[src/rtl/mem_access_ctrl_if.sv]
// Requester/memory bundle for mem_access_ctrl; master drives the request and returns
// memory read data, slave is the controller.
interface mem_access_ctrl_if;
    logic        req;
    logic [2:0]  op;
    logic [31:0] addr;
    logic [31:0] wdata;
    logic        busy;
    logic        done;
    logic [31:0] rdata;
    logic        misalign;
    logic [29:0] mem_addr;
    logic        mem_re;
    logic        mem_we;
    logic [31:0] mem_wdata;
    logic [31:0] mem_rdata;

    modport master (
        output req, op, addr, wdata, mem_rdata,
        input  busy, done, rdata, misalign, mem_addr, mem_re, mem_we, mem_wdata
    );

    modport slave (
        input  req, op, addr, wdata, mem_rdata,
        output busy, done, rdata, misalign, mem_addr, mem_re, mem_we, mem_wdata
    );
endinterface

[src/rtl/mem_access_ctrl.sv]
// Byte/half/word load-store sequencer over a word memory; done after 3 (load), 2 (sw), 4 (sb/sh), 1 (misaligned) cycles.
// No queuing: req is only sampled while idle, busy stays high until the DONE cycle has passed.
module mem_access_ctrl (
    input  logic             clk,
    input  logic             reset,
    mem_access_ctrl_if.slave bus
);
    localparam logic [2:0] S_IDLE = 3'd0;
    localparam logic [2:0] S_RD   = 3'd1;
    localparam logic [2:0] S_CAP  = 3'd2;
    localparam logic [2:0] S_WR   = 3'd3;
    localparam logic [2:0] S_DONE = 3'd4;

    localparam logic [2:0] OP_LB  = 3'd0;
    localparam logic [2:0] OP_LH  = 3'd1;
    localparam logic [2:0] OP_LW  = 3'd2;
    localparam logic [2:0] OP_LBU = 3'd3;
    localparam logic [2:0] OP_LHU = 3'd4;
    localparam logic [2:0] OP_SB  = 3'd5;
    localparam logic [2:0] OP_SH  = 3'd6;
    localparam logic [2:0] OP_SW  = 3'd7;

    logic [2:0]  state_q, state_d;
    logic [2:0]  op_q, op_d;
    logic [31:0] addr_q, addr_d;
    logic [31:0] wdata_q, wdata_d;
    logic [31:0] cap_q, cap_d;
    logic [31:0] rdata_q, rdata_d;
    logic        mis_q, mis_d;

    logic        req_misaligned;
    logic [7:0]  ld_byte;
    logic [15:0] ld_half;
    logic [31:0] load_val;
    logic [31:0] store_word;

    always_comb begin
        req_misaligned = 1'b0;
        case (bus.op)
            OP_LH, OP_LHU, OP_SH: req_misaligned = bus.addr[0];
            OP_LW, OP_SW:         req_misaligned = |bus.addr[1:0];
            default:              req_misaligned = 1'b0;
        endcase
    end

    // Lane extraction works on the live memory word during CAP so rdata lands with DONE.
    always_comb begin
        ld_byte  = bus.mem_rdata[{addr_q[1:0], 3'b000} +: 8];
        ld_half  = bus.mem_rdata[{addr_q[1], 4'b0000} +: 16];
        case (op_q)
            OP_LB:   load_val = {{24{ld_byte[7]}}, ld_byte};
            OP_LH:   load_val = {{16{ld_half[15]}}, ld_half};
            OP_LBU:  load_val = {24'h000000, ld_byte};
            OP_LHU:  load_val = {16'h0000, ld_half};
            default: load_val = bus.mem_rdata;
        endcase
    end

    // Sub-word stores are read-modify-write: only the addressed lane of the captured word changes.
    always_comb begin
        store_word = cap_q;
        case (op_q)
            OP_SB:   store_word[{addr_q[1:0], 3'b000} +: 8] = wdata_q[7:0];
            OP_SH:   store_word[{addr_q[1], 4'b0000} +: 16] = wdata_q[15:0];
            default: store_word = wdata_q;
        endcase
    end

    always_comb begin
        state_d = state_q;
        op_d    = op_q;
        addr_d  = addr_q;
        wdata_d = wdata_q;
        cap_d   = cap_q;
        rdata_d = rdata_q;
        mis_d   = mis_q;
        case (state_q)
            S_IDLE: begin
                if (bus.req) begin
                    op_d    = bus.op;
                    addr_d  = bus.addr;
                    wdata_d = bus.wdata;
                    mis_d   = req_misaligned;
                    if (req_misaligned)      state_d = S_DONE;
                    else if (bus.op == OP_SW) state_d = S_WR;
                    else                     state_d = S_RD;
                end
            end
            S_RD: state_d = S_CAP;
            S_CAP: begin
                cap_d = bus.mem_rdata;
                if (op_q == OP_SB || op_q == OP_SH) begin
                    state_d = S_WR;
                end else begin
                    rdata_d = load_val;
                    state_d = S_DONE;
                end
            end
            S_WR:    state_d = S_DONE;
            default: state_d = S_IDLE;
        endcase
    end

    always_ff @(posedge clk or negedge reset) begin
        if (!reset) begin
            state_q <= S_IDLE;
            op_q    <= 3'd0;
            addr_q  <= 32'd0;
            wdata_q <= 32'd0;
            cap_q   <= 32'd0;
            rdata_q <= 32'd0;
            mis_q   <= 1'b0;
        end else begin
            state_q <= state_d;
            op_q    <= op_d;
            addr_q  <= addr_d;
            wdata_q <= wdata_d;
            cap_q   <= cap_d;
            rdata_q <= rdata_d;
            mis_q   <= mis_d;
        end
    end

    assign bus.busy      = (state_q != S_IDLE);
    assign bus.done      = (state_q == S_DONE);
    assign bus.mem_re    = (state_q == S_RD);
    assign bus.mem_we    = (state_q == S_WR);
    assign bus.mem_addr  = addr_q[31:2];
    assign bus.mem_wdata = (state_q == S_WR) ? store_word : 32'd0;
    assign bus.rdata     = rdata_q;
    assign bus.misalign  = mis_q;
endmodule
[src/flat_wrapper.sv]
// flat-port wrapper written by rule: the top's interface ports become plain ports
module mem_access_ctrl_flat 
  (clk, reset, bus_req, bus_op, bus_addr, bus_wdata, bus_mem_rdata, bus_busy, bus_done, bus_rdata, bus_misalign, bus_mem_addr, bus_mem_re, bus_mem_we, bus_mem_wdata);
  mem_access_ctrl_if bus_i ();
  input  logic clk;
  input  logic reset;
  input wire logic [$bits(bus_i.req)-1:0] bus_req;
  input wire logic [$bits(bus_i.op)-1:0] bus_op;
  input wire logic [$bits(bus_i.addr)-1:0] bus_addr;
  input wire logic [$bits(bus_i.wdata)-1:0] bus_wdata;
  input wire logic [$bits(bus_i.mem_rdata)-1:0] bus_mem_rdata;
  output wire logic [$bits(bus_i.busy)-1:0] bus_busy;
  output wire logic [$bits(bus_i.done)-1:0] bus_done;
  output wire logic [$bits(bus_i.rdata)-1:0] bus_rdata;
  output wire logic [$bits(bus_i.misalign)-1:0] bus_misalign;
  output wire logic [$bits(bus_i.mem_addr)-1:0] bus_mem_addr;
  output wire logic [$bits(bus_i.mem_re)-1:0] bus_mem_re;
  output wire logic [$bits(bus_i.mem_we)-1:0] bus_mem_we;
  output wire logic [$bits(bus_i.mem_wdata)-1:0] bus_mem_wdata;
  assign bus_i.req = bus_req;
  assign bus_i.op = bus_op;
  assign bus_i.addr = bus_addr;
  assign bus_i.wdata = bus_wdata;
  assign bus_i.mem_rdata = bus_mem_rdata;
  assign bus_busy = bus_i.busy;
  assign bus_done = bus_i.done;
  assign bus_rdata = bus_i.rdata;
  assign bus_misalign = bus_i.misalign;
  assign bus_mem_addr = bus_i.mem_addr;
  assign bus_mem_re = bus_i.mem_re;
  assign bus_mem_we = bus_i.mem_we;
  assign bus_mem_wdata = bus_i.mem_wdata;
  mem_access_ctrl u_core (.clk(clk), .reset(reset), .bus(bus_i));
endmodule
[config.mk]
export PLATFORM = sky130hd
export DESIGN_NAME = mem_access_ctrl_flat
export DESIGN_NICKNAME = d
export VERILOG_FILES = /design/src/rtl/mem_access_ctrl_if.sv /design/src/rtl/mem_access_ctrl.sv /design/src/flat_wrapper.sv
export SDC_FILE = /design/constraint.sdc
export NUM_CORES = 1
export LEC_CHECK = 0
export ABC_AREA = 1
export CAP_MARGIN = 15
export CORE_MARGIN = 2
export CORE_UTILIZATION = 50
export DETAILED_ROUTE_END_ITERATION = 12
export PLACE_DENSITY = 0.85
export SYNTH_ARGS = -nofsm -noshare
export SYNTH_HDL_FRONTEND = slang
export SYNTH_SLANG_ARGS = --single-unit
export TNS_END_PERCENT = 30
[constraint.sdc]
create_clock -name clk -period 4.7 [get_ports clk]
set_clock_uncertainty 0.2 [all_clocks]
set_input_delay 1.175 -clock clk [delete_from_list [all_inputs] [get_ports clk]]
set_output_delay 1.175 -clock clk [all_outputs]
set_load 0.05 [all_outputs]
; Word level (Yosys, flattened, before mapping)
; Cells that the tools add are included.
[classes]
n_addsub = 2
n_eq_ne = 15
n_shift = 6
mux = 11
n_bitwise = 1
n_reduce_logical = 9
[op_table]
columns = operator, count
row1 = case mux 32 bit (4 select lines), 1
row2 = bitwise mux 32 bit, 2
row3 = case mux 32 bit (2 select lines), 1
row4 = 2-to-1 mux 32 bit, 1
row5 = variable shift 16 x 7 -> 32 bit (first input constant), 1
row6 = variable shift 8 x 7 -> 32 bit (first input constant), 1
row7 = indexed part select 16 x 7 -> 32 bit, 1
row8 = indexed part select 32 x 6 -> 16 bit, 1
row9 = indexed part select 32 x 6 -> 8 bit, 1
row10 = indexed part select 8 x 7 -> 32 bit, 1
row11 = == test 3 bit (second input constant), 7
row12 = negation 5 -> 7 bit, 2
row13 = == test 3 x 2 -> 1 bit (second input constant), 4
row14 = case mux 3 bit (4 select lines), 1
row15 = == test 3 x 1 -> 1 bit (second input constant), 3
row16 = 2-to-1 mux 3 bit, 3
row17 = zero test 3 bit, 2
row18 = AND reduction 2 bit, 2
row19 = OR reduction 2 bit, 2
row20 = nonzero test 3 bit, 1
row21 = OR reduction 3 bit, 1
row22 = 2-to-1 mux 2 bit, 1
row23 = != test 2 bit (second input constant), 1
row24 = case mux 1 bit (2 select lines), 1
row25 = other kinds (2), 2
[totals]
register_bits = 135
out_inout_bits = 99

; Depth between registers and ports, before layout
; Gate-level depths: netlist (run 1).
[logic_depth]
ltp_word = 6
depth_mapped = 11
ltp_nobuf = 9

; Least setup slack after synthesis (run 1)
; OpenSTA, ideal clock, no wires.
[synth_path]
kind = register to output
from = register u_core.addr_q[1]
to = output port bus_mem_wdata[22]
arrival_ns = 2.691
t_required_ns = 3.325
slack_ns = 0.634
stages_incl_launch_ff = 11
n_path_buf = 2
cell_sequence = dfrtp_1 > inv_2 > buf_2 > clkbuf_1 > ha_1 > inv_1 > nor2_1 > nand2_1 > nand2_1 > o211ai_1 > a31oi_1
[synth_via]
elab_chain_cells = 5
word_cells_on_any_way = 10
cone_classes = add/sub (2) / shift (4) / mux (4)
[synth_lines]
columns = item, line
row1 = from (decl), mem_access_ctrl.sv:25  ; logic [31:0] addr_q, addr_d;
row2 = from (signal assigned), mem_access_ctrl.sv:116  ; addr_q <= addr_d;
row3 = "negation 5 -> 7 bit, on equally long branches", "mem_access_ctrl.sv:64, mem_access_ctrl.sv:63"
row4 = indexed part select 16 x 7 -> 32 bit (tied with other cells), mem_access_ctrl.sv:64  ; OP_SH: store_word[{addr_q[1], 4'b0000} +: 16] = wdata_q[15:0];
row5 = "bitwise mux 32 bit, on equally long branches", "mem_access_ctrl.sv:64, mem_access_ctrl.sv:63"
row6 = case mux 32 bit (2 select lines) (*), mem_access_ctrl.sv:62  ; case (op_q)
row7 = 2-to-1 mux 32 bit (*), mem_access_ctrl.sv:129  ; assign bus.mem_wdata = (state_q == S_WR) ? store_word : 32'd0;
row8 = to (decl), flat_wrapper.sv:19  ; output wire logic [$bits(bus_i.mem_wdata)-1:0] bus_mem_wdata;
; Every way passes the cells marked *; elsewhere a longest branch is shown, timed or not.

; Worst setup path in the final report (run 1)
[layout_path]
from = register u_core.addr_q[0]
to = output port bus_mem_wdata[23]
[layout_via]
elab_chain_cells = 5
word_cells_on_any_way = 6
cone_classes = add/sub (1) / shift (2) / mux (3)
[layout_lines]
columns = item, line
row1 = negation 5 -> 7 bit (*), mem_access_ctrl.sv:63  ; OP_SB: store_word[{addr_q[1:0], 3'b000} +: 8] = wdata_q[7:0];
row2 = indexed part select 8 x 7 -> 32 bit / variable shift 8 x 7 -> 32 bit (equally long branches), mem_access_ctrl.sv:63
row3 = bitwise mux 32 bit (*), mem_access_ctrl.sv:63
row4 = case mux 32 bit (2 select lines) (*), mem_access_ctrl.sv:62
row5 = 2-to-1 mux 32 bit (*), mem_access_ctrl.sv:129
; Marked as above.

==> impl_metrics.json, run 1 <==
{
  "drc": 0,
  "post_cts_resize_count": 0,
  "post_route_cells_drive_above_1_share_pct": 14.2,
  "power_per_cell_area_nw_per_um2": 783,
  "dominantRegCellSynth": "sky130_fd_sc_hd__dfrtp_1",
  "first_global_vias": 6994,
  "synth-edff-count": 0,
  "insertedDiodeCount": 0,
  "critPathRequiredTime_ps": 3320,
  "final_cell_count_without_fillers": 1318,
  "status": "finished clean",
  "die_width_um": 127,
  "synthesis.area_um2": 7620,
  "worst-endpoint-arrival_ps": 2690,
  "timing.hold.worst.class": "reg2reg",
  "detailedPlace.worstSlack_ps": 1210,
  "post-route-min-period_ps": 4070,
  "vias": 7206,
  "number_of_detailed_route_iterations_in_the_first_pass": 5,
  "die_height_um": 127,
  "io_pins": 201,
  "vias_per_cell": 5.47,
  "ctsHtreeMaxLevel": 4,
  "cts-root-to-sink-buffers": 2,
  "core_region_area_um2": 15000,
  "finalInstanceArea_um2": 10200,
  "placed_cells": 1286,
  "worst_path_largest_cell_delay_ps": 470,
  "num-nets-final": 1224,
  "grt_antenna_before_repair": 0,
  "cts_tree": "done",
  "wirelength_um": 22000,
  "worstPathMaxFanout": 8,
  "synthesis.yosys.warnings": 0,
  "filler_cell_count": 1172,
  "net_switching_fraction_of_the_power_pct": 48.6,
  "final.setup.tns_ps": 0,
  "rsz0062_at_grt": "no",
  "drt-initial-drc-count": 858,
  "clk_latency_ps": 420,
  "flow.area_growth_from_synthesis_pct": 33.9,
  "final.hold.worst_slack_ps": 285,
  "area_of_the_multi_input_gates_um2": 3400,
  "finalSetupViolations": 0,
  "clkPwrFrac_pct": 16.9,
  "port_buffers": 200,
  "worstPathCellList": "inv_1 -> ha_1 -> inv_1 -> nor2_1 -> nand2_1 -> nand2_1 -> o211ai_1 -> a31oi_1 -> buf_12",
  "synthArstFlopShare_pct": 100,
  "postRouteAntennaNets": 0,
  "cellInternalPower_uw": 4100,
  "routabilityCongestion": 0.950,
  "effective_utilization_at_floorplan_pct": 50.7,
  "cell_area_after_placement_um2": 9600,
  "grt_first_pass_wirelength_um": 35100,
  "finalHoldViolCount": 0,
  "globalRouteTotalUtil_pct": 27.4,
  "postSynthAreaPerCell_um2": 7.86,
  "commonest_cells_after_routing_fill_and_taps_aside": "279 x sky130_fd_sc_hd__nand2_1, 167 x sky130_fd_sc_hd__clkdlybuf4s50_1, 135 x sky130_fd_sc_hd__dfrtp_1",
  "synth_cell_types": 33,
  "sink_count": 135,
  "critPathCaptureType": "primary output",
  "tightest_slew_ps": 1000,
  "leakagePower_uw": 0.00482,
  "regArea_um2": 3380,
  "synthCells": 969,
  "die_area_um2": 16200,
  "synth_fp_nets": 1076,
  "floorplan.rows": 45,
  "slew-limit-headroom_pct": 33.1,
  "fmaxAchievable_ghz": 0.246,
  "netSwitchingPower_uw": 3880,
  "slowest_stage": "sky130_fd_sc_hd__nor2_1",
  "synth-seq-cells": 135,
  "mostFrequentLayoutCell": "sky130_fd_sc_hd__nand2_1",
  "clkTransAtPathRegs_ps": 60,
  "peakVddDrop_mv": 0.540,
  "clockRootBuffer": "sky130_fd_sc_hd__clkbuf_16",
  "power_frac_comb_pct": 55.6,
  "critical_path.top_delay_family": "simple AND/OR/NAND/NOR gates",
  "post-cts-setup-buffers": 0,
  "final_count_of_pins_violating_max_slew": 0,
  "maximum_number_of_pins_on_one_net_before_global_route_repair": 92,
  "cts-buffers-inserted": 17,
  "hold_fix_buffer_count_after_cts": 0,
  "grt_overflow": 0,
  "final_min_period_over_clock_period_pct": 86.5,
  "timing.setup.critical_path_class": "reg2out",
  "timing.critical_path.buf_inv": 3,
  "yosysSeqAreaShare_pct": 44.3,
  "wl_per_cell_um": 16.7,
  "power.sequential.fraction_pct": 27.5,
  "cp-start-kind": "flop",
  "cap_viol_max_count": 0,
  "setup_slack_ps": 634,
  "place.detailed.hpwl_um": 15700
}
-- power groups by stage --
| stage | sequential [µW] | clock, µW | combinational (µW) |
|---|---|---|---|
| 4_1_cts | 2190 | 1360 | 4410 |
| 6_report | 2200 | 1350 | 4440 |
| 5_1_grt | 2260 | 1420 | 4790 |
| 3_3_place_gp | 2170 | 0 | 4290 |
| 2_1_floorplan | 2520 | 0 | 2970 |
| 3_5_place_dp | 2200 | 0 | 4360 |
-- cell type report --
type / instances / area share (%)
clock buffer: 19 / 4.44
clock inverter: 13 / 1.42
inverter: 91 / 3.35
multi-input combinational: 664 / 33.3
sequential: 135 / 33.1
tap: 188 / 2.31
timing repair buffer: 208 / 22.0
-- cells by family after synthesis --
kind of cell,after synthesis,synth area share (%)
xor+xnor,1,0.115
buf+inv,170,11.0
mux,59,8.72
flops,135,44.3
compound gates,122,8.75
fa+ha+maj,5,0.821
simple gates,477,26.2
-- synth_stat cells (7+ instances only) --
library cell | n | share of area, %
sky130_fd_sc_hd__buf_2 | 21 | 1.4
sky130_fd_sc_hd__buf_6 | 7 | 1.0
sky130_fd_sc_hd__o21ai_0 | 68 | 4.5
sky130_fd_sc_hd__a21oi_1 | 24 | 1.6
sky130_fd_sc_hd__nor2_1 | 109 | 5.4
sky130_fd_sc_hd__mux2_2 | 59 | 8.7
sky130_fd_sc_hd__nand2_1 | 279 | 14
sky130_fd_sc_hd__nand3_1 | 51 | 3.3
sky130_fd_sc_hd__clkbuf_1 | 17 | 0.84
sky130_fd_sc_hd__inv_1 | 83 | 4.1
sky130_fd_sc_hd__o21ai_1 | 8 | 0.53
sky130_fd_sc_hd__inv_2 | 8 | 0.39
sky130_fd_sc_hd__nand4_1 | 15 | 1.2
sky130_fd_sc_hd__o211ai_1 | 11 | 1.1
sky130_fd_sc_hd__dfrtp_1 | 135 | 44
sky130_fd_sc_hd__a31oi_1 | 8 | 0.66
sky130_fd_sc_hd__buf_4 | 33 | 3.3
-- sequential cells by signal (all words and copies together) (netlist names) --
name,flops
u_core.addr_q,32
u_core.bus.misalign,1
u_core.bus.rdata,32
u_core.cap_q,32
u_core.op_q,3
u_core.state_q,3
u_core.wdata_q,32
-- tightest hold or removal path: stages, from the launching register on --
cell and delay (ps):
sky130_fd_sc_hd__dfrtp_1 350, sky130_fd_sc_hd__nand2_1 50, sky130_fd_sc_hd__nand2_1 50
-- metrics by stage --
stage | total power (µW) | utilization, %
after detailed placement | 6560 | 63.9
after floorplan | 5490 | -
after CTS | 7950 | 67.8
after global placement | 6460 | 63.9
after global routing | 8470 | 67.8
final | 7980 | 67.8
-- final timing paths --
path / start / to / cells past startpoint / slack [ps]
hold / removal: u_core.bus.rdata[6] / u_core.bus.rdata[6] / 2 / 280
min in group asynchronous: reset / u_core.bus.rdata[1] / 1 / 590
setup / recovery: u_core.addr_q[0] / bus_mem_wdata[23] / 9 / 630
max in group asynchronous: reset / u_core.cap_q[20] / 2 / 2790
setup reg to reg: u_core.state_q[2] / u_core.bus.rdata[7] / 8 / 2060
hold reg to reg: u_core.bus.rdata[6] / u_core.bus.rdata[6] / 2 / 280
-- metal layers --
metal	routed length [µm]	up-vias	track usage, %
li1	-	3359	-
met1	8540	3340	34.2
met2	10600	431	45.2
met3	2120	76	7.37
met4	743	0	11.1
met5	0	-	0
No activity file was read; power rests on OpenSTA's default activity.
==> run 2: changes to the inputs <==
Settings changed: DONT_BUFFER_PORTS set to 1, PLACE_DENSITY 0.85 to 0.68.
==> run 2 against run 1 <==
Sequential share of layout area is 8.1 points higher. Sequential power increased by 45%. Total power fell by 7.8%. Flip-flop and latch count did not move. Core utilization fell by 13 points. Largest cell class unchanged. Highest routed layer unchanged.
==> impl_metrics.json, run 2 (synthesis gave the netlist of run 1 again) <==
{
  "crit_reg_reg_endpoint": "u_core.bus.rdata[7]",
  "leakagePower_uw": 0.00406,
  "final_count_of_pins_violating_max_slew": 0,
  "die_area_um2": 16200,
  "cts-buffers-inserted": 17,
  "regArea_um2": 3380,
  "worst-endpoint-arrival_ps": 2620,
  "slew-limit-headroom_pct": 31.9,
  "worstPathMaxFanout": 29,
  "status": "finished clean",
  "final_core_util_pct": 54.5,
  "hold_fix_buffer_count_after_cts": 0,
  "clkTransAtPathRegs_ps": 60,
  "r2r_start": "u_core.state_q[1]",
  "routabilityCongestion": 0.920,
  "die_height_um": 127,
  "timing.setup.critical_path_class": "reg2out",
  "finalSetupViolations": 0,
  "area_of_the_multi_input_gates_um2": 3420,
  "effective_utilization_at_floorplan_pct": 50.7,
  "cts_tree": "done",
  "clockRootBuffer": "sky130_fd_sc_hd__clkbuf_16",
  "clk_latency_ps": 420,
  "globalRouteTotalUtil_pct": 24.5,
  "drt-initial-drc-count": 603,
  "cap_viol_max_count": 0,
  "post-route-min-period_ps": 3990,
  "core_region_area_um2": 15000,
  "power_per_cell_area_nw_per_um2": 897,
  "placed_cells": 1100,
  "finalHoldViolCount": 0,
  "postRouteAntennaNets": 0,
  "maximum_number_of_pins_on_one_net_before_global_route_repair": 136,
  "sink_count": 135,
  "floorplan.rows": 45,
  "flow.area_growth_from_synthesis_pct": 7.59,
  "wirelength_um": 19900,
  "commonest_cells_after_routing_fill_and_taps_aside": "279 x sky130_fd_sc_hd__nand2_1, 135 x sky130_fd_sc_hd__dfrtp_1, 109 x sky130_fd_sc_hd__nor2_1",
  "final_cell_count_without_fillers": 1132,
  "cts-root-to-sink-buffers": 2,
  "number_of_detailed_route_iterations_in_the_first_pass": 6,
  "place.detailed.hpwl_um": 14100,
  "rsz0062_at_grt": "no",
  "die_width_um": 127,
  "first_global_vias": 5768,
  "post-cts-setup-buffers": 0,
  "final.setup.tns_ps": 0,
  "total_power_uw": 7360,
  "vias_per_cell": 5.45,
  "timing.hold.worst.class": "in2async",
  "insertedDiodeCount": 0,
  "timing.reg2reg.setup_slack_ps": 2090,
  "critPathRequiredTime_ps": 3320,
  "wl_per_cell_um": 17.6,
  "mostFrequentLayoutCell": "sky130_fd_sc_hd__nand2_1",
  "peakVddDrop_mv": 0.646,
  "grt_first_pass_wirelength_um": 30900,
  "num-nets-final": 1038,
  "critPathCaptureType": "primary output",
  "fmaxAchievable_ghz": 0.251,
  "filler_cell_count": 1453,
  "vias": 6166,
  "final_min_period_over_clock_period_pct": 84.9,
  "ctsHtreeMaxLevel": 4,
  "port_buffers": 0,
  "grt_overflow": 0,
  "cp-start-kind": "flop",
  "drc": 0,
  "worst-r2r-cell-count": 9,
  "post_route_cells_drive_above_1_share_pct": 15.1,
  "io_pins": 201,
  "post_cts_resize_count": 0,
  "grt_antenna_before_repair": 0,
  "tightest_slew_ps": 1020
}
==> run 2: routing by layer <==
metal / vias up / GRT usage (%) / wire length, µm
met4: 0 / 9.37 / 470
met2: 250 / 38.4 / 9420
met1: 2887 / 32.2 / 8410
met5: - / 0 / 0
li1: 2991 / - / -
met3: 38 / 7.54 / 1650
==> run 2: final cells by class <==
| type | count | share of cell area (%) |
|---|---|---|
| clock buffer | 19 | 5.40 |
| inverter | 91 | 4.17 |
| tap | 188 | 2.87 |
| timing repair buffer | 22 | 2.01 |
| sequential | 135 | 41.2 |
| clock inverter | 13 | 2.67 |
| multi-input combinational | 664 | 41.7 |
==> run 2: power by group <==
group          internal (µW)  switching (µW)  total (µW)
combinational            954            1730        2680
sequential              1730            1440        3180
clock                    963             536        1500
total                   3650            3710        7360
==> run 2: metrics by stage <==
stage / cell area [µm²] / setup slack [ps] / hold slack [ps]
2_1_floorplan: 7620 / 634 / 253
3_3_place_gp: 7540 / 1260 / 273
3_5_place_dp: 7540 / 1230 / 275
4_1_cts: 8200 / 742 / 223
5_1_grt: 8200 / 544 / 224
6_report: 8200 / 708 / 245
==> run 2: critical path, stage by stage, from the launching register on <==
cell,delay [ps]
sky130_fd_sc_hd__dfrtp_1,360
sky130_fd_sc_hd__inv_2,80
sky130_fd_sc_hd__buf_4,240
sky130_fd_sc_hd__ha_1,270
sky130_fd_sc_hd__inv_1,370
sky130_fd_sc_hd__nand3_1,130
sky130_fd_sc_hd__o21ai_0,190
sky130_fd_sc_hd__nand2_1,80
sky130_fd_sc_hd__nand4_1,70
sky130_fd_sc_hd__nand2_1,60
sky130_fd_sc_hd__inv_1,340
==> run 2: worst max-delay path by stage <==
stage | start | endpoint | slack [ps] | cells past startpoint
6_report | u_core.addr_q[1] | bus_mem_wdata[25] | 710 | 10
5_1_grt | u_core.addr_q[0] | bus_mem_wdata[23] | 540 | 9
4_1_cts | u_core.addr_q[1] | bus_mem_wdata[25] | 740 | 10
3_5_place_dp | u_core.addr_q[1] | bus_mem_wdata[25] | 1230 | 10
3_3_place_gp | u_core.addr_q[0] | bus_mem_wdata[23] | 1260 | 9
2_1_floorplan | u_core.addr_q[1] | bus_mem_wdata[22] | 630 | 10
==> run 3: changes to the inputs <==
Settings changed: PLACE_DENSITY 0.68 to 0.71.
Clock period 4.7 ns to 3.26 ns, I/O delays scaled along.
==> run 3 against run 2 <==
The run now ends with negative hold slack left. Combinational power up 57%. Register-to-register slack worse by 1300 ps. Cell count up 2.4%. Worst setup slack worse by 670 ps. Final area up 7.3%. Sequential share of layout area down 2.8 points. Core utilization up 4.0 points.
==> impl_metrics.json, run 3 (synthesis gave the netlist of run 1 again) <==
{
  "clkTransAtPathRegs_ps": 60,
  "rsz0062_at_grt": "yes",
  "worst-endpoint-arrival_ps": 2200,
  "grt_overflow": 0,
  "critPathRequiredTime_ps": 2240,
  "place.detailed.hpwl_um": 15000,
  "io_pins": 201,
  "die_area_um2": 16200,
  "cts-buffers-inserted": 17,
  "finalSetupViolations": 0,
  "cts_tree": "done",
  "power_frac_comb_pct": 39.1,
  "post-route-min-period_ps": 3220,
  "status": "complete, but fails checks",
  "net_switching_fraction_of_the_power_pct": 50.3,
  "num-nets-final": 1065,
  "final_count_of_pins_violating_max_slew": 0,
  "critPathCaptureType": "primary output",
  "routabilityCongestion": 0.952,
  "peakVddDrop_mv": 0.943,
  "timing.setup.critical_path_class": "reg2out",
  "final.hold.worst_slack_ps": -101,
  "fraction_of_met2_tracks_used_by_global_routing_pct": 38.5,
  "maximum_number_of_pins_on_one_net_before_global_route_repair": 136,
  "gr-usage-met3_pct": 7.50,
  "effective_utilization_at_floorplan_pct": 50.7,
  "cap_viol_max_count": 0,
  "grt_first_pass_wirelength_um": 32100,
  "leakagePower_uw": 0.00424,
  "port_buffers": 0,
  "final_core_util_pct": 58.5,
  "timing.hold.worst.class": "in2async",
  "area_of_the_multi_input_gates_um2": 3540,
  "slew-limit-headroom_pct": 38.0,
  "global_route.usage.met1_pct": 35.0,
  "final_min_period_over_clock_period_pct": 98.7,
  "wl_per_cell_um": 17.7,
  "first_global_vias": 5915,
  "cp-start-kind": "flop",
  "core_region_area_um2": 15000,
  "floorplan.rows": 45,
  "drt-initial-drc-count": 645,
  "worstPathMaxFanout": 8,
  "globalRouteTotalUtil_pct": 25.5,
  "netSwitchingPower_uw": 5420,
  "grt_antenna_before_repair": 0,
  "power.sequential.fraction_pct": 42.7,
  "power_per_cell_area_nw_per_um2": 1230,
  "r2r_start": "u_core.state_q[2]",
  "worst-r2r-cell-count": 5,
  "flow.area_growth_from_synthesis_pct": 15.5,
  "most_crowded_layer_gr": "met2",
  "ctsHtreeMaxLevel": 4,
  "wirelength_um": 20500,
  "fmaxAchievable_ghz": 0.311,
  "cellInternalPower_uw": 5360,
  "vias_per_cell": 5.47,
  "die_width_um": 127,
  "crit_reg_reg_endpoint": "u_core.addr_q[8]",
  "clkPwrFrac_pct": 18.3,
  "clockRootBuffer": "sky130_fd_sc_hd__clkbuf_16",
  "clk_latency_ps": 410,
  "cts-root-to-sink-buffers": 2,
  "number_of_detailed_route_iterations_in_the_first_pass": 6,
  "finalHoldViolCount": 135,
  "filler_cell_count": 1318,
  "insertedDiodeCount": 0,
  "die_height_um": 127,
  "mostFrequentLayoutCell": "sky130_fd_sc_hd__nand2_1",
  "drc": 0,
  "regArea_um2": 3380,
  "sink_count": 135,
  "vias": 6344,
  "violations_in_the_final_reports": "negative hold slack",
  "post_route_cells_drive_above_1_share_pct": 18.7,
  "postRouteAntennaNets": 0,
  "commonest_cells_after_routing_fill_and_taps_aside": "279 x sky130_fd_sc_hd__nand2_1, 135 x sky130_fd_sc_hd__dfrtp_1, 107 x sky130_fd_sc_hd__nor2_1",
  "timing.reg2reg.setup_slack_ps": 840,
  "tightest_slew_ps": 930
}
run 3: worst max-delay path: stages (launching register included):
cell and delay [ps]:
sky130_fd_sc_hd__dfrtp_1 400, sky130_fd_sc_hd__inv_2 120, sky130_fd_sc_hd__ha_4 320, sky130_fd_sc_hd__inv_1 100, sky130_fd_sc_hd__nor2_4 210, sky130_fd_sc_hd__nand3_1 100
sky130_fd_sc_hd__nand2_1 70, sky130_fd_sc_hd__nand2_1 100, sky130_fd_sc_hd__a31oi_2 200, sky130_fd_sc_hd__buf_12 170
run 3: stage by stage:
step	total power, µW	cells	setup WS (ps)	area, µm²	setup TNS (ps)
global placement	8540	1121	345	8070	0
global route	11500	1159	-79.4	8800	-922
detailed placement	8630	1121	321	8070	0
floorplan	7960	969	-144	7690	-1010
finish	10800	1159	42.2	8800	0
CTS	10700	1153	-8.56	8690	-18.4
run 3: worst max path at each step:
stage	slack, ps	endpoint	cells past startpoint	start
finish	40	bus_mem_wdata[16]	9	u_core.addr_q[0]
global route	-80	bus_mem_wdata[14]	9	u_core.addr_q[0]
CTS	-9	bus_mem_wdata[26]	10	u_core.addr_q[0]
detailed placement	320	bus_mem_wdata[22]	9	u_core.addr_q[1]
global placement	350	bus_mem_wdata[19]	9	u_core.addr_q[1]
floorplan	-140	bus_mem_wdata[1]	9	u_core.addr_q[1]
run 3: layout make-up:
cell class              instances  share of cell area (%)
flip-flops and latches        135                    38.4
repair inverters                1                  0.0853
clock buffers                  26                    5.56
repair buffers                 48                    7.74
multi-input cells             664                    40.3
inverters                      91                    3.98
well taps                     188                    2.67
clock inverters                 6                    1.29
run 3: power by group through the flow:
stage / clock (µW) / sequential (µW) / combinational (µW)
finish: 1970 / 4600 / 4210
floorplan: 0 / 3630 / 4330
global placement: 0 / 4600 / 3940
CTS: 2010 / 4600 / 4060
detailed placement: 0 / 4620 / 4010
global route: 2090 / 4690 / 4700
run 3: per-layer routing:
layer | vias to the layer above | part of all wire (%)
met5 | - | 0
met4 | 0 | 2.8
met3 | 42 | 9.9
met2 | 319 | 45
met1 | 2935 | 42
li1 | 3048 | -
run 3: repair_timing:
item                                    in CTS  in global routing
pin swaps                                    0                  3
gates resized for setup                      6                 13
cloned                                       0                  1
buffers inserted                             0                  5
endpoints found under the setup margin      25                 32
endpoints found under the hold margin      135                135
==> RTL edit 1: new RTL, config.mk and constraints of run 3 <==
Take the reset off `addr_q`, `wdata_q` and `rdata_q` and load them in a clocked block of their own.
--- a/src/rtl/mem_access_ctrl.sv
+++ b/src/rtl/mem_access_ctrl.sv
@@ -106,18 +106,18 @@
             state_q <= S_IDLE;
             op_q    <= 3'd0;
-            addr_q  <= 32'd0;
-            wdata_q <= 32'd0;
             cap_q   <= 32'd0;
-            rdata_q <= 32'd0;
             mis_q   <= 1'b0;
         end else begin
             state_q <= state_d;
             op_q    <= op_d;
-            addr_q  <= addr_d;
-            wdata_q <= wdata_d;
             cap_q   <= cap_d;
-            rdata_q <= rdata_d;
             mis_q   <= mis_d;
         end
+    end
+
+    always_ff @(posedge clk) begin
+        addr_q  <= addr_d;
+        wdata_q <= wdata_d;
+        rdata_q <= rdata_d;
     end
 
Formal check against the unedited RTL: not equivalent (a bounded check fails within 4 cycles, from zero or initial values and one cycle with reset low).
==> RTL edit 1 against run 3 <==
Global-route usage shrank 0.80 points. First-iteration DRC count rose by 4.2%. Area after synthesis down 6.9%. Die area decreased by 6.7%. Worst setup slack gained 28 ps. Sequential cell count unchanged. Critical path type unchanged. Combinational power shrank 37%. Wire length down 9.8%. Critical path depth rose by 2. Largest power group unchanged. Power fell by 22%. Via count shrank 12%. Design area down 5.5%.
==> RTL edit 1: results (changes against run 3) <==
- Compound-gate portion of the synthesized area: 9.67% (was 8.75%)
- Initial antenna violation count: 0 (unchanged)
- CTS Buffer Depth: 2 (unchanged)
- Top area cells in the synthesized netlist: edfxtp_1, dfrtp_1, nand2_1 (was dfrtp_1, nand2_1, mux2_2)
- Largest net degree at the start of global routing: 65 (was 136)
- Slew margin rel.: 61.5% (was 38.0%)
- Mean post-synth cell area: 8.53 um2 (was 7.86 um2)
- Tot GR Track Use: 24.7% (was 25.5%)
- Inst Count DP: 993 (was 1,121)
- Multiplexer share of the synthesized area: 0% (was 8.72%)
- Drt first pass iters: 5 (was 6)
- CTS root buf: clkbuf_16 (unchanged)
- Synthesis Warnings: 0 (unchanged)
- Leakage: 3.66 nW (was 4.24 nW)
- Multi-input gate area: 2620 um2 (was 3540 um2)
- Htree depth: 4 (unchanged)
- Async S/R FF share, synth: 28.9% (was 100%)
- Final GP Congestion: 0.932 (was 0.952)
- Worst-path clk slew: 60 ps (about the same)
- Net Count, Synth: 938 (was 1,076)
- Hold Crit Class: input port to asynchronous set/reset pin (unchanged)
- Vias per Instance: 5.43 (was 5.47)
- Finished Layout Cells: 1,028 (was 1,159)
- CP Max Fanout: 17 (was 8)
- Vias in the first global route: 5,272 (was 5,915)
- Sequential area share after synthesis: 54.4% (was 44.3%)
- Synth cell count leaders: nand2_1, edfxtp_1, nor2_1 (was nand2_1, dfrtp_1, nor2_1)
- DRT Wirelength: 18,500 um (was 20,500 um)
- Post-DP HPWL: 13,300 um (was 15,000 um)
- Layout net count: 942 (was 1,065)
- DRT iter0 DRCs: 672 (was 645)
- Status: finished clean (was complete, but fails checks)
- I/O Buffers: 0 (unchanged)
- Data arrival, critical path: 2180 ps (was 2200 ps)
- Xor-xnor portion of the synthesized cell area: 0% (was 0.115%)
- Maximum vdd ir drop: 0.000687 V (was 0.000943 V)
- First-pass GRT wire length: 27,900 um (was 32,100 um)
- Diode count: 0 (unchanged)
- Worst-Skew Late Latency: 420 ps
- Fillers: 1,191 (was 1,318)
- EDFF count, synth: 96 (was 0)
- Yosys cell types: 28 (was 33)
- DP Area: 7540 um2 (was 8070 um2)
- Share of layout cells above drive strength 1: 15.3% (was 18.7%)
- Total CTS buffers: 17 (unchanged)
- Post-Synth Adder-Cell Area: 0.882% (was 0.821%)
==> RTL edit 1: cell count changes after synthesis, moves of 8 or more <==
cell      delta
edfxtp_1    +96
a21oi_1     +18
inv_1       -17
dfrtp_1     -96
nand4_1     -11
clkbuf_1     -8
mux2_2      -59
nand2_1     -24
nor2_1      -23
==> RTL edit 1: metrics by stage <==
| step | total power, W | setup WS, ps |
|---|---|---|
| finish | 0.00838 | 69.8 |
| global route | 0.00884 | -55.3 |
| CTS | 0.00831 | -11.8 |
| detailed placement | 0.00619 | 305 |
| global placement | 0.00615 | 323 |
| floorplan | 0.00564 | -191 |
==> RTL edit 1: cell families after synthesis <==
logic type | after synthesis
simple gates | 422
compound gates | 130
fa+ha+maj | 5
flops | 135
buf+inv | 139
==> RTL edit 1: path summary, 6_finish.rpt <==
kind                             startpoint              endpoint  slack (ps)  depth (start not counted)
max                        u_core.addr_q[0]     bus_mem_wdata[26]          70                         11
min                                   reset     u_core.state_q[1]          20                          1
max reg2reg                u_core.addr_q[1]  u_core.bus.rdata[22]         880                          9
min reg2reg                 u_core.cap_q[6]       u_core.cap_q[6]         270                          2
max in group asynchronous             reset       u_core.cap_q[9]        2630                          1
min in group clk            u_core.cap_q[6]       u_core.cap_q[6]         270                          2
==> RTL edit 1: layer usage <==
layer | wire, um | global-route usage (%) | share of wire (%)
met5 | 0 | 0 | 0
met4 | 398 | 8.17 | 2.2
met3 | 1360 | 6.78 | 7.4
met2 | 9290 | 40.9 | 50
met1 | 7430 | 31.5 | 40
==> RTL edit 1: timing repair <==
action / CTS / global route
endpoints found under the hold margin: 39 / 0
endpoints found under the setup margin: 30 / 32
hold buffers: 1 / 0
pin swaps: 0 / 1
gates resized for setup: 8 / 20
cloned: 0 / 0
buffers inserted: 0 / 2
==> RTL edit 1: layout make-up <==
type                            count  area share (%)
Multi-Input combinational cell    557            31.5
Sequential cell                   135            46.5
Timing Repair Buffer               49            8.13
Clock inverter                     15            2.59
Inverter                           75            3.45
Tap cell                          180            2.71
Clock buffer                       17            5.12
==> RTL edit 1: power by group <==
part	switching, W	internal (W)
sequential	0.00102	0.00260
combinational	0.00185	0.000827
clock	0.000784	0.00130
total	0.00365	0.00473
==> RTL edit 1: critical path, stage by stage (launching register included) <==
cell	delay, ps
edfxtp_1	340
inv_1	90
buf_6	170
ha_2	230
nor2_1	260
nand3_1	150
nand2_1	90
nand2_1	60
nand3_1	60
nand2_1	50
inv_1	110
buf_12	140
==> RTL edit 2: new RTL, flow settings as in run 3 <==
Without the edit above. Reset style: synchronous (`reset`), changed in one clocked block.
--- a/src/rtl/mem_access_ctrl.sv
+++ b/src/rtl/mem_access_ctrl.sv
@@ -102,5 +102,5 @@
     end
 
-    always_ff @(posedge clk or negedge reset) begin
+    always_ff @(posedge clk) begin
         if (!reset) begin
             state_q <= S_IDLE;
Function: differs if reset is asserted again (counterexample within 4 cycles, from zero or initial values and one cycle with reset low); with reset held inactive, the same outputs for 4 cycles.
==> RTL edit 2 against run 3 <==
Sequential cell count unchanged. Wire length grew 0.30%. Worst hold slack improved by 420 ps. Worst setup slack improved by 44 ps. Area after synthesis is 9.6% lower. Design area is 8.9% lower. Highest routed layer unchanged.
Power is not compared: it rests on default switching activity, and its combinational part moved more than twofold at a synthesized area within 25%.
==> RTL edit 2: results (changes against run 3) <==
- Hold Crit Class: flop to flop (was input port to asynchronous set/reset pin)
- Crit path launch: u_core.addr_q[0] (unchanged)
- CP endpoint: bus_mem_wdata[18] (was bus_mem_wdata[16])
- R2r endpoint: u_core.wdata_q[31] (was u_core.addr_q[8])
- Layout net count: 1,128 (was 1,065)
- CTS Buffer Depth: 2 (unchanged)
- First-pass GRT wire length: 31,400 um (was 32,100 um)
- Data arrival, critical path: 2160 ps (was 2200 ps)
- Synth cell count leaders: nor2_1, o21ai_0, nand2_1 (was nand2_1, dfrtp_1, nor2_1)
- Global-route met3 utilization: 7.42% (was 7.50%)
- Vias per Instance: 5.58 (was 5.47)
- Crit path max-delay family: buffers and inverters (was simple AND/OR/NAND/NOR gates)
- Status: finished clean (was complete, but fails checks)
- Worst R2R Setup Slack: 980 ps (was 840 ps)
- Async S/R FF share, synth: 0% (was 100%)
- Post-DP HPWL: 14,500 um (was 15,000 um)
- Met2 routed WL: 9480 um (was 9210 um)
- Tot GR Track Use: 27.3% (was 25.5%)
- Vias in the first global route: 6,085 (was 5,915)
- Critical path's largest stage delay: 320 ps (was 400 ps)
- Top area cells in the synthesized netlist: dfxtp_1, o21ai_0, nor2_1 (was dfrtp_1, nand2_1, mux2_2)
- DRT iter0 DRCs: 760 (was 645)
- CP max-delay cell: dfxtp_1 (was dfrtp_1)
- Met1 Track Usage GR: 35.8% (was 35.0%)
- Largest net degree at the start of global routing: 111 (was 136)
- Fillers: 1,254 (was 1,318)
- Share of layout cells above drive strength 1: 12.4% (was 18.7%)
- Worst r2r src: u_core.state_q[2] (unchanged)
- Post CTS Setup Buffer Count: 2 (was 0)
- WHS: 315 ps (was -101 ps)
- Yosys cell types: 31 (was 33)
- GR Layer Usage met2: 42.8% (was 38.5%)
- Met3 wire len: 1980 um (was 2020 um)
- DRT Wirelength: 20,500 um (about the same)
- CP Max Fanout: 6 (was 8)
- Sequential area share after synthesis: 39.2% (was 44.3%)
- DRT met1 WL: 8600 um (was 8680 um)
## RTL edit 2: changes by cell type in the layout (fill, tap and decap cells not counted), sizes merged, moves of 55 or more
cell / before / now
a21oi: 24 / 79
dfrtp: 135 / 0
mux2: 59 / 0
nand2: 284 / 163
o21ai: 77 / 180
dfxtp: 0 / 135
nor2: 113 / 212
## RTL edit 2: cell type report
| type | instances | area [um2] | share of cell area [%] |
|---|---|---|---|
| inverters | 90 | 345 | 4.31 |
| well taps | 176 | 220 | 2.75 |
| repair buffers | 54 | 707 | 8.82 |
| clock buffers | 20 | 467 | 5.82 |
| clock inverters | 11 | 98.8 | 1.23 |
| multi-input cells | 722 | 3460 | 43.2 |
| flip-flops and latches | 135 | 2710 | 33.7 |
| repair inverters | 1 | 7.51 | 0.0937 |
## RTL edit 2: cells by family after synthesis
| family | Yosys count | synth area share, % |
|---|---|---|
| xor gates and xnor gates | 1 | 0.127 |
| adders and majority gates | 5 | 0.908 |
| buffers and inverters | 184 | 12.3 |
| DFF | 135 | 39.2 |
| AOI/OAI and AO/OA | 297 | 22.9 |
| and+or+nand+nor | 419 | 24.5 |
## RTL edit 2: where the power goes
part	internal (W)	switching, W
Clock	0.00110	0.000732
Sequential	0.00183	0.000426
Combinational	0.000298	0.000645
Total	0.00323	0.00180
## RTL edit 2: per-stage QoR
stage | instance area [um2] | instances | setup TNS, ps | worst slack, ps | util [%]
after floorplan | 6920 | 1041 | -1050 | -264 | -
after global placement | 7280 | 1172 | 0 | 325 | 54.5
after detailed placement | 7280 | 1172 | 0 | 342 | 54.5
after CTS | 7870 | 1205 | -15.3 | -13.7 | 59.0
after global routing | 8020 | 1209 | 0 | 10.5 | 60.0
final | 8020 | 1209 | 0 | 85.9 | 60.0
